==> src/rtl/sram_burst_controller.sv <==
// SRAM-side burst engine between the AXI request/response FIFOs and a
// single-port synchronous SRAM. It arbitrates reads and writes round-robin
// and runs INCR bursts of 1..2^LEN_WIDTH beats. Reads are pipelined through
// a return buffer that absorbs R FIFO backpressure. Beats to out-of-range
// addresses never touch the SRAM and complete with SLVERR.
//
// Handshake semantics: a FIFO pop (ren) or push (wen) takes effect at the
// rising edge that ends a cycle in which the strobe is high. Strobes are
// asserted only while the FIFO reports non-empty (pops) or not-full (pushes).
// For that reason the strobes are decoded from registered state and the
// current empty/full flags, not registered themselves.
module sram_burst_controller #(
    parameter int AXI_ADDR_WIDTH  = 32,
    parameter int SRAM_ADDR_WIDTH = 16,
    parameter int SRAM_DATA_WIDTH = 32,
    parameter int READ_LATENCY    = 1,
    parameter int LEN_WIDTH       = 4
) (
    input  logic                                  sram_clk,
    input  logic                                  sram_rst,
    output logic [SRAM_ADDR_WIDTH-1:0]            sram_addr,
    output logic [SRAM_DATA_WIDTH-1:0]            sram_din,
    input  logic [SRAM_DATA_WIDTH-1:0]            sram_dout,
    output logic [SRAM_DATA_WIDTH/8-1:0]          sram_we,
    output logic                                  sram_en,
    input  logic [LEN_WIDTH+AXI_ADDR_WIDTH-1:0]   aw_fifo_rdata,
    output logic                                  aw_fifo_ren,
    input  logic                                  aw_fifo_empty,
    input  logic [SRAM_DATA_WIDTH+SRAM_DATA_WIDTH/8-1:0] w_fifo_rdata,
    output logic                                  w_fifo_ren,
    input  logic                                  w_fifo_empty,
    input  logic [LEN_WIDTH+AXI_ADDR_WIDTH-1:0]   ar_fifo_rdata,
    output logic                                  ar_fifo_ren,
    input  logic                                  ar_fifo_empty,
    output logic [SRAM_DATA_WIDTH+2:0]            r_fifo_wdata,
    output logic                                  r_fifo_wen,
    input  logic                                  r_fifo_full,
    output logic [1:0]                            b_fifo_wdata,
    output logic                                  b_fifo_wen,
    input  logic                                  b_fifo_full
);

    localparam int BYTES  = SRAM_DATA_WIDTH / 8;
    localparam int OFF    = $clog2(BYTES);
    localparam int HI_LSB = SRAM_ADDR_WIDTH + OFF;
    localparam int DEPTH  = READ_LATENCY + 1;
    localparam int PW     = $clog2(DEPTH);
    localparam int CW     = $clog2(DEPTH + 1);
    localparam int EW     = SRAM_DATA_WIDTH + 3;

    localparam logic [1:0] RESP_OKAY   = 2'b00;
    localparam logic [1:0] RESP_SLVERR = 2'b10;

    typedef enum logic [2:0] {
        IDLE,
        RD_ISSUE,
        RD_DRAIN,
        WR_BEAT,
        WR_RESP
    } state_t;

    state_t                     state;
    logic [SRAM_ADDR_WIDTH-1:0] cur_addr;
    logic [LEN_WIDTH-1:0]       beats_left;
    logic                       burst_err;
    logic                       rr_read_first;

    // Request and write-beat field split
    logic [LEN_WIDTH-1:0]       ar_len;
    logic [LEN_WIDTH-1:0]       aw_len;
    logic [AXI_ADDR_WIDTH-1:0]  ar_baddr;
    logic [AXI_ADDR_WIDTH-1:0]  aw_baddr;
    logic [BYTES-1:0]           wstrb;
    logic [SRAM_DATA_WIDTH-1:0] wdata;
    logic                       ar_oor;
    logic                       aw_oor;
    logic                       unused_addr_bits;

    assign {ar_len, ar_baddr} = ar_fifo_rdata;
    assign {aw_len, aw_baddr} = aw_fifo_rdata;
    assign {wstrb, wdata}     = w_fifo_rdata;
    assign ar_oor = |ar_baddr[AXI_ADDR_WIDTH-1:HI_LSB];
    assign aw_oor = |aw_baddr[AXI_ADDR_WIDTH-1:HI_LSB];
    // Byte-offset bits below the word address carry no meaning here.
    assign unused_addr_bits = ^{ar_baddr, aw_baddr};

    // Read pipeline: one valid bit and tag per cycle of SRAM latency
    logic [READ_LATENCY-1:0] pipe_v;
    logic [READ_LATENCY-1:0] pipe_last;
    logic [READ_LATENCY-1:0] pipe_err;

    // Return buffer
    logic [EW-1:0] rbuf_mem [DEPTH];
    logic [PW-1:0] wr_ptr;
    logic [PW-1:0] rd_ptr;
    logic [CW-1:0] rbuf_count;
    logic [CW-1:0] inflight;
    logic [CW:0]   occ;
    logic          cap;
    logic [EW-1:0] cap_entry;

    logic active;
    logic rd_pend;
    logic wr_pend;
    logic grant_rd;
    logic grant_wr;
    logic rd_issue;
    logic wr_beat;
    logic r_push;
    logic is_last;

    function automatic logic [PW-1:0] ptr_next(input logic [PW-1:0] p);
        return (p == PW'(DEPTH - 1)) ? '0 : p + 1'b1;
    endfunction

    assign active   = !sram_rst;
    assign rd_pend  = !ar_fifo_empty;
    assign wr_pend  = !aw_fifo_empty && !w_fifo_empty;
    assign grant_rd = active && (state == IDLE) && rd_pend && (!wr_pend || rr_read_first);
    assign grant_wr = active && (state == IDLE) && wr_pend && (!rd_pend || !rr_read_first);
    assign is_last  = (beats_left == '0);
    assign r_push   = active && (rbuf_count != '0) && !r_fifo_full;
    assign wr_beat  = active && (state == WR_BEAT) && !w_fifo_empty;

    // Count beats issued to the SRAM whose data has not yet reached the buffer
    always_comb begin
        inflight = '0;
        for (int k = 0; k < READ_LATENCY; k++) begin
            inflight = inflight + CW'(pipe_v[k]);
        end
    end

    // A beat leaving the buffer this cycle frees its slot for a new issue,
    // which keeps unthrottled reads at one beat per cycle.
    assign occ      = {1'b0, inflight} + {1'b0, rbuf_count} - (CW + 1)'(r_push);
    assign rd_issue = active && (state == RD_ISSUE) && (occ < (CW + 1)'(DEPTH));

    assign ar_fifo_ren  = grant_rd;
    assign aw_fifo_ren  = grant_wr;
    assign w_fifo_ren   = wr_beat;
    assign r_fifo_wen   = r_push;
    assign r_fifo_wdata = r_push ? rbuf_mem[rd_ptr] : '0;
    assign b_fifo_wen   = active && (state == WR_RESP) && !b_fifo_full;
    assign b_fifo_wdata = burst_err ? RESP_SLVERR : RESP_OKAY;

    // SRAM port drive; out-of-range beats leave the SRAM untouched
    always_comb begin
        sram_en   = 1'b0;
        sram_we   = '0;
        sram_addr = '0;
        sram_din  = '0;
        if (rd_issue && !burst_err) begin
            sram_en   = 1'b1;
            sram_addr = cur_addr;
        end
        if (wr_beat && !burst_err) begin
            sram_en   = 1'b1;
            sram_we   = wstrb;
            sram_addr = cur_addr;
            sram_din  = wdata;
        end
    end

    // Burst FSM: arbitration, address walk and beat counting
    always_ff @(posedge sram_clk) begin
        if (sram_rst) begin
            state         <= IDLE;
            cur_addr      <= '0;
            beats_left    <= '0;
            burst_err     <= 1'b0;
            rr_read_first <= 1'b1;
        end else begin
            case (state)
                IDLE: begin
                    if (grant_rd) begin
                        cur_addr      <= ar_baddr[OFF +: SRAM_ADDR_WIDTH];
                        beats_left    <= ar_len;
                        burst_err     <= ar_oor;
                        rr_read_first <= !rr_read_first;
                        state         <= RD_ISSUE;
                    end else if (grant_wr) begin
                        cur_addr      <= aw_baddr[OFF +: SRAM_ADDR_WIDTH];
                        beats_left    <= aw_len;
                        burst_err     <= aw_oor;
                        rr_read_first <= !rr_read_first;
                        state         <= WR_BEAT;
                    end
                end
                RD_ISSUE: begin
                    if (rd_issue) begin
                        if (is_last) begin
                            state <= RD_DRAIN;
                        end else begin
                            beats_left <= beats_left - 1'b1;
                            cur_addr   <= cur_addr + 1'b1;
                        end
                    end
                end
                RD_DRAIN: begin
                    if ((inflight == '0) && (rbuf_count == '0)) begin
                        state <= IDLE;
                    end
                end
                WR_BEAT: begin
                    if (wr_beat) begin
                        if (is_last) begin
                            state <= WR_RESP;
                        end else begin
                            beats_left <= beats_left - 1'b1;
                            cur_addr   <= cur_addr + 1'b1;
                        end
                    end
                end
                WR_RESP: begin
                    if (b_fifo_wen) begin
                        state <= IDLE;
                    end
                end
                default: state <= IDLE;
            endcase
        end
    end

    // Valid bits track issued reads; cleared on reset so in-flight data is dropped
    always_ff @(posedge sram_clk) begin
        if (sram_rst) begin
            pipe_v <= '0;
        end else begin
            pipe_v[0] <= rd_issue;
            for (int k = 1; k < READ_LATENCY; k++) begin
                pipe_v[k] <= pipe_v[k-1];
            end
        end
    end

    // Tags ride alongside the valid bits; only meaningful where valid is set
    always_ff @(posedge sram_clk) begin
        pipe_last[0] <= is_last;
        pipe_err[0]  <= burst_err;
        for (int k = 1; k < READ_LATENCY; k++) begin
            pipe_last[k] <= pipe_last[k-1];
            pipe_err[k]  <= pipe_err[k-1];
        end
    end

    assign cap       = pipe_v[READ_LATENCY-1];
    assign cap_entry = {pipe_last[READ_LATENCY-1],
                        pipe_err[READ_LATENCY-1] ? RESP_SLVERR : RESP_OKAY,
                        pipe_err[READ_LATENCY-1] ? {SRAM_DATA_WIDTH{1'b0}} : sram_dout};

    // Return buffer pointers and occupancy
    always_ff @(posedge sram_clk) begin
        if (sram_rst) begin
            wr_ptr     <= '0;
            rd_ptr     <= '0;
            rbuf_count <= '0;
        end else begin
            if (cap) begin
                wr_ptr <= ptr_next(wr_ptr);
            end
            if (r_push) begin
                rd_ptr <= ptr_next(rd_ptr);
            end
            rbuf_count <= rbuf_count + CW'(cap) - CW'(r_push);
        end
    end

    // Return buffer storage, written as each beat's data arrives
    always_ff @(posedge sram_clk) begin
        if (cap) begin
            rbuf_mem[wr_ptr] <= cap_entry;
        end
    end

endmodule

==> config.mk <==
export PLATFORM = sky130hd
export DESIGN_NAME = sram_burst_controller
export DESIGN_NICKNAME = d
export VERILOG_FILES = /design/src/rtl/sram_burst_controller.sv
export SDC_FILE = /design/constraint.sdc
export NUM_CORES = 1
export LEC_CHECK = 0
export ABC_AREA = 1
export CORE_MARGIN = 5
export CORE_UTILIZATION = 44
export DETAILED_ROUTE_END_ITERATION = 12
export GPL_ROUTABILITY_DRIVEN = 0
export PLACE_DENSITY = 0.85
export SETUP_SLACK_MARGIN = 0.05
export SYNTH_ARGS = -nofsm -noshare
export SYNTH_HDL_FRONTEND = slang
export SYNTH_SLANG_ARGS = --single-unit
export TNS_END_PERCENT = 50
==> constraint.sdc <==
create_clock -name sram_clk -period 3.5 [get_ports sram_clk]
set_clock_uncertainty 0.1 [all_clocks]
set_input_delay 0.35 -clock sram_clk [delete_from_list [all_inputs] [get_ports sram_clk]]
set_output_delay 0.35 -clock sram_clk [all_outputs]
set_load 0.005 [all_outputs]
==> key figures <==
GRT
  • Global Route Usage Sum: 20.0%
  • Largest net degree at the start of global routing: 37
  • Initial antenna violation count: 2
  • Number of global-route vias before repair: 5411
  • GR Overflow Total: 0
  • First-pass GRT wire length: 25.9 mm

Floorplanning
  • Initial Util: 45.4%
  • Die W: 125 um
  • Die footprint: 15500 sq um
  • I/O pin count: 242
  • Site row count: 41
  • Core Region: 12700 sq um
  • Die Span Y: 125 um

Synth
  • Synth Cell Area: 5770 sq um
  • Top post-synthesis cells by area: edfxtp_1 35%, nand2_1 14%, nor2_1 12%
  • YS warnings: 0
  • Synth Register Bits: 101
  • Yosys top cell by area: edfxtp_1
  • Average size of a mapped cell: 7.06 sq um
  • Post-synth top area share: 35.4%
  • Mapped Cells: 818
  • Sequential element share of the synthesized area: 46.8%
  • Distinct cells, synth: 34

Critical path
  • CP Capture Type: output port
  • Slowest CP cell: clkdlybuf4s50_1
  • Most used cell, CP: nor2_2
  • Setup Crit Path Kind: reg -> out
  • CP top delay family: adder cells
  • Buf/Inv on CP: 2
  • WP data arrival: 3.03 ns
  • Slowest stage delay, CP: 0.52 ns
  • CP Launch Type: register
  • Worst EP required: 3.05 ns
  • Crit Path Max Fanout: 8
  • Crit-path cells: nor2_2 -> nor3_2 -> ha_1 -> inv_1 -> ha_2 -> fa_1 -> nor2_2 -> nand3_2 -> nor2_4 -> o21ai_4 -> nor2_1 -> clkdlybuf4s50_1

Power and ir drop
  • Leak pwr: 4.01 nW
  • P per Cell Area: 482 nW/um^2
  • VDD IR max: 0.000296 V

Final layout
  • Fin nets: 1197
  • Multi-input logic area: 2400 sq um
  • Leading cell type in the layout, fill and taps excluded: clkdlybuf4s50_1
  • Layout fillers: 1107
  • Synth-to-layout area growth: 48.9%
  • Post-Route Utilization: 67.6%
  • Antenna cells: 0
  • Most frequent cells in the layout: 221 x clkdlybuf4s50_1, 218 x nand2_1, 183 x nor2_1, 138 x inv_1, 68 x edfxtp_1
  • Fraction of layout cells with a size suffix above 1: 5.81%
  • FF/Latch Area: 2710 sq um
  • Finished Cell Area: 8600 sq um

STA
  • Count of pins over their slew limit: 0
  • FMAX: 0.287 GHz
  • Fin Hold WS: 0.319 ns
  • Slew @ Worst Pin: 1.02 ns
  • Final Setup Violations: 0
  • Setup TNS: 0 ns
  • Post-route minimum period: 3.48 ns
  • Final Hold Viols: 0
  • Fin crit share: 99.5%
  • RSZ-0062 raised after global routing: yes
  • Slew margin rel.: 31.5%

Clock network
  • Hold Buf Count CTS: 0
  • CTS tree: done
  • Skew-Pair Late Insertion Delay: 0.33 ns
  • # clock sinks: 101
  • Clock-pin slew on the worst setup and hold paths: 0.07 ns
  • Cell chosen for the clock root: clkbuf_16
  • H-tree Lvls: 3
  • Clock buffer depth: 2
  • Total CTS buffers: 9

Place
  • Placed Area: 8230 sq um
  • IO Port Bufs: 235
  • Detailed placement HPWL: 12.1 mm

Drt
  • DR WL/cell: 13.4 um
  • First DRT Iteration DRCs: 438
  • DR vias/cell: 4.65
  • TritonRoute pass-1 iters: 5
  • DRC violations left: 0
  • Vias: 5684
  • WL final: 16.3 mm
  • Detail Route Antenna Nets: 0

Status
  • Status: completed

Worst hold path
  • Worst Hold Class: in -> reg

Run
  • MaxCap Viol Count: 0
worst register-to-register path, cell delays in order, from the launching register on:
cell and delay, ns:
dfxtp_2 0.33, nor2_2 0.13, nor3_2 0.06, ha_1 0.28
inv_1 0.06, ha_2 0.17, fa_1 0.45, nor2_2 0.11
nand3_2 0.10, nand2_1 0.16, inv_2 0.06, nor2_4 0.15
nand2_4 0.19, nand2_1 0.12, nand2_1 0.05, nor2_1 0.11
final timing paths:
kind / start / to / cells after the start / slack, ns
worst min-delay path: sram_rst / rbuf_count[0] / 3 / 0.32
worst min register to register: pipe_last / rbuf_mem[0][34] / 0 / 0.34
worst max register to register: rbuf_count[1] / cur_addr[5] / 15 / 0.82
worst max-delay path: rbuf_count[1] / sram_addr[8] / 12 / 0.02
cells in the mapped netlist, drive strengths merged:
library cell  number
nor4               1
o31ai              1
clkbuf            16
inv              144
nand3             40
clkinv             1
ha                 4
nand4              4
nand2            223
o21bai             1
or2                3
conb               1
nand3b             7
o21ai             16
a21oi             40
edfxtp            68
nor3               2
fa                 1
nor2             191
xor2               4
buf               17
dfxtp             33
kinds of logic after synthesis:
group           Yosys count  share of synthesized area, %
compound gates           58                          5.24
xor+xnor                  4                         0.607
fa+ha+maj                 5                          1.21
buf+inv                 178                          12.7
flops                   101                          46.8
other cells               1                        0.0649
simple gates            471                          33.4
state kept, by name, summed over array words and instances, names as in the netlist, 2 cells and up, named ones only:
| name | count |
|---|---|
| rbuf_mem | 68 |
| beats_left | 4 |
| rbuf_count | 2 |
| cur_addr | 16 |
| state | 3 |
stage by stage:
step           cells  setup WS, ns  power [W]
2_1_floorplan    819         0.462    0.00270
3_3_place_gp    1201        -0.231    0.00315
3_5_place_dp    1201        -0.324    0.00319
4_1_cts         1217        -0.139    0.00413
5_1_grt         1222        -0.151    0.00446
6_report        1222        0.0192    0.00415
report_power, final:
part | switching [W] | total [W] | internal (W)
registers | 0.000117 | 0.00161 | 0.00149
logic | 0.000964 | 0.00160 | 0.000635
clock network | 0.000443 | 0.000937 | 0.000494
layout make-up:
cell class	instances	area share, %
Multi-Input combinational cell	541	27.9
Clock buffer	9	2.62
Tap cell	172	2.50
Timing Repair Buffer	247	28.5
Clock inverter	7	0.684
Inverter	145	6.33
Sequential cell	101	31.5
what timing repair did:
item / in CTS / in global routing
resized for setup: 7 / 25
setup endpoints to repair: 17 / 17
pin swaps: 2 / 6
gates cloned: 0 / 1
setup buffers: 0 / 4
metal layers:
metal,routed length [um],GRT usage (%),part of all wire [%]
met1,6540,23.6,40
met2,8370,36.5,51
met3,1170,4.37,7.2
met4,218,5.09,1.3
met5,21,0,0.13
No activity file was read; power rests on OpenSTA's default activity.
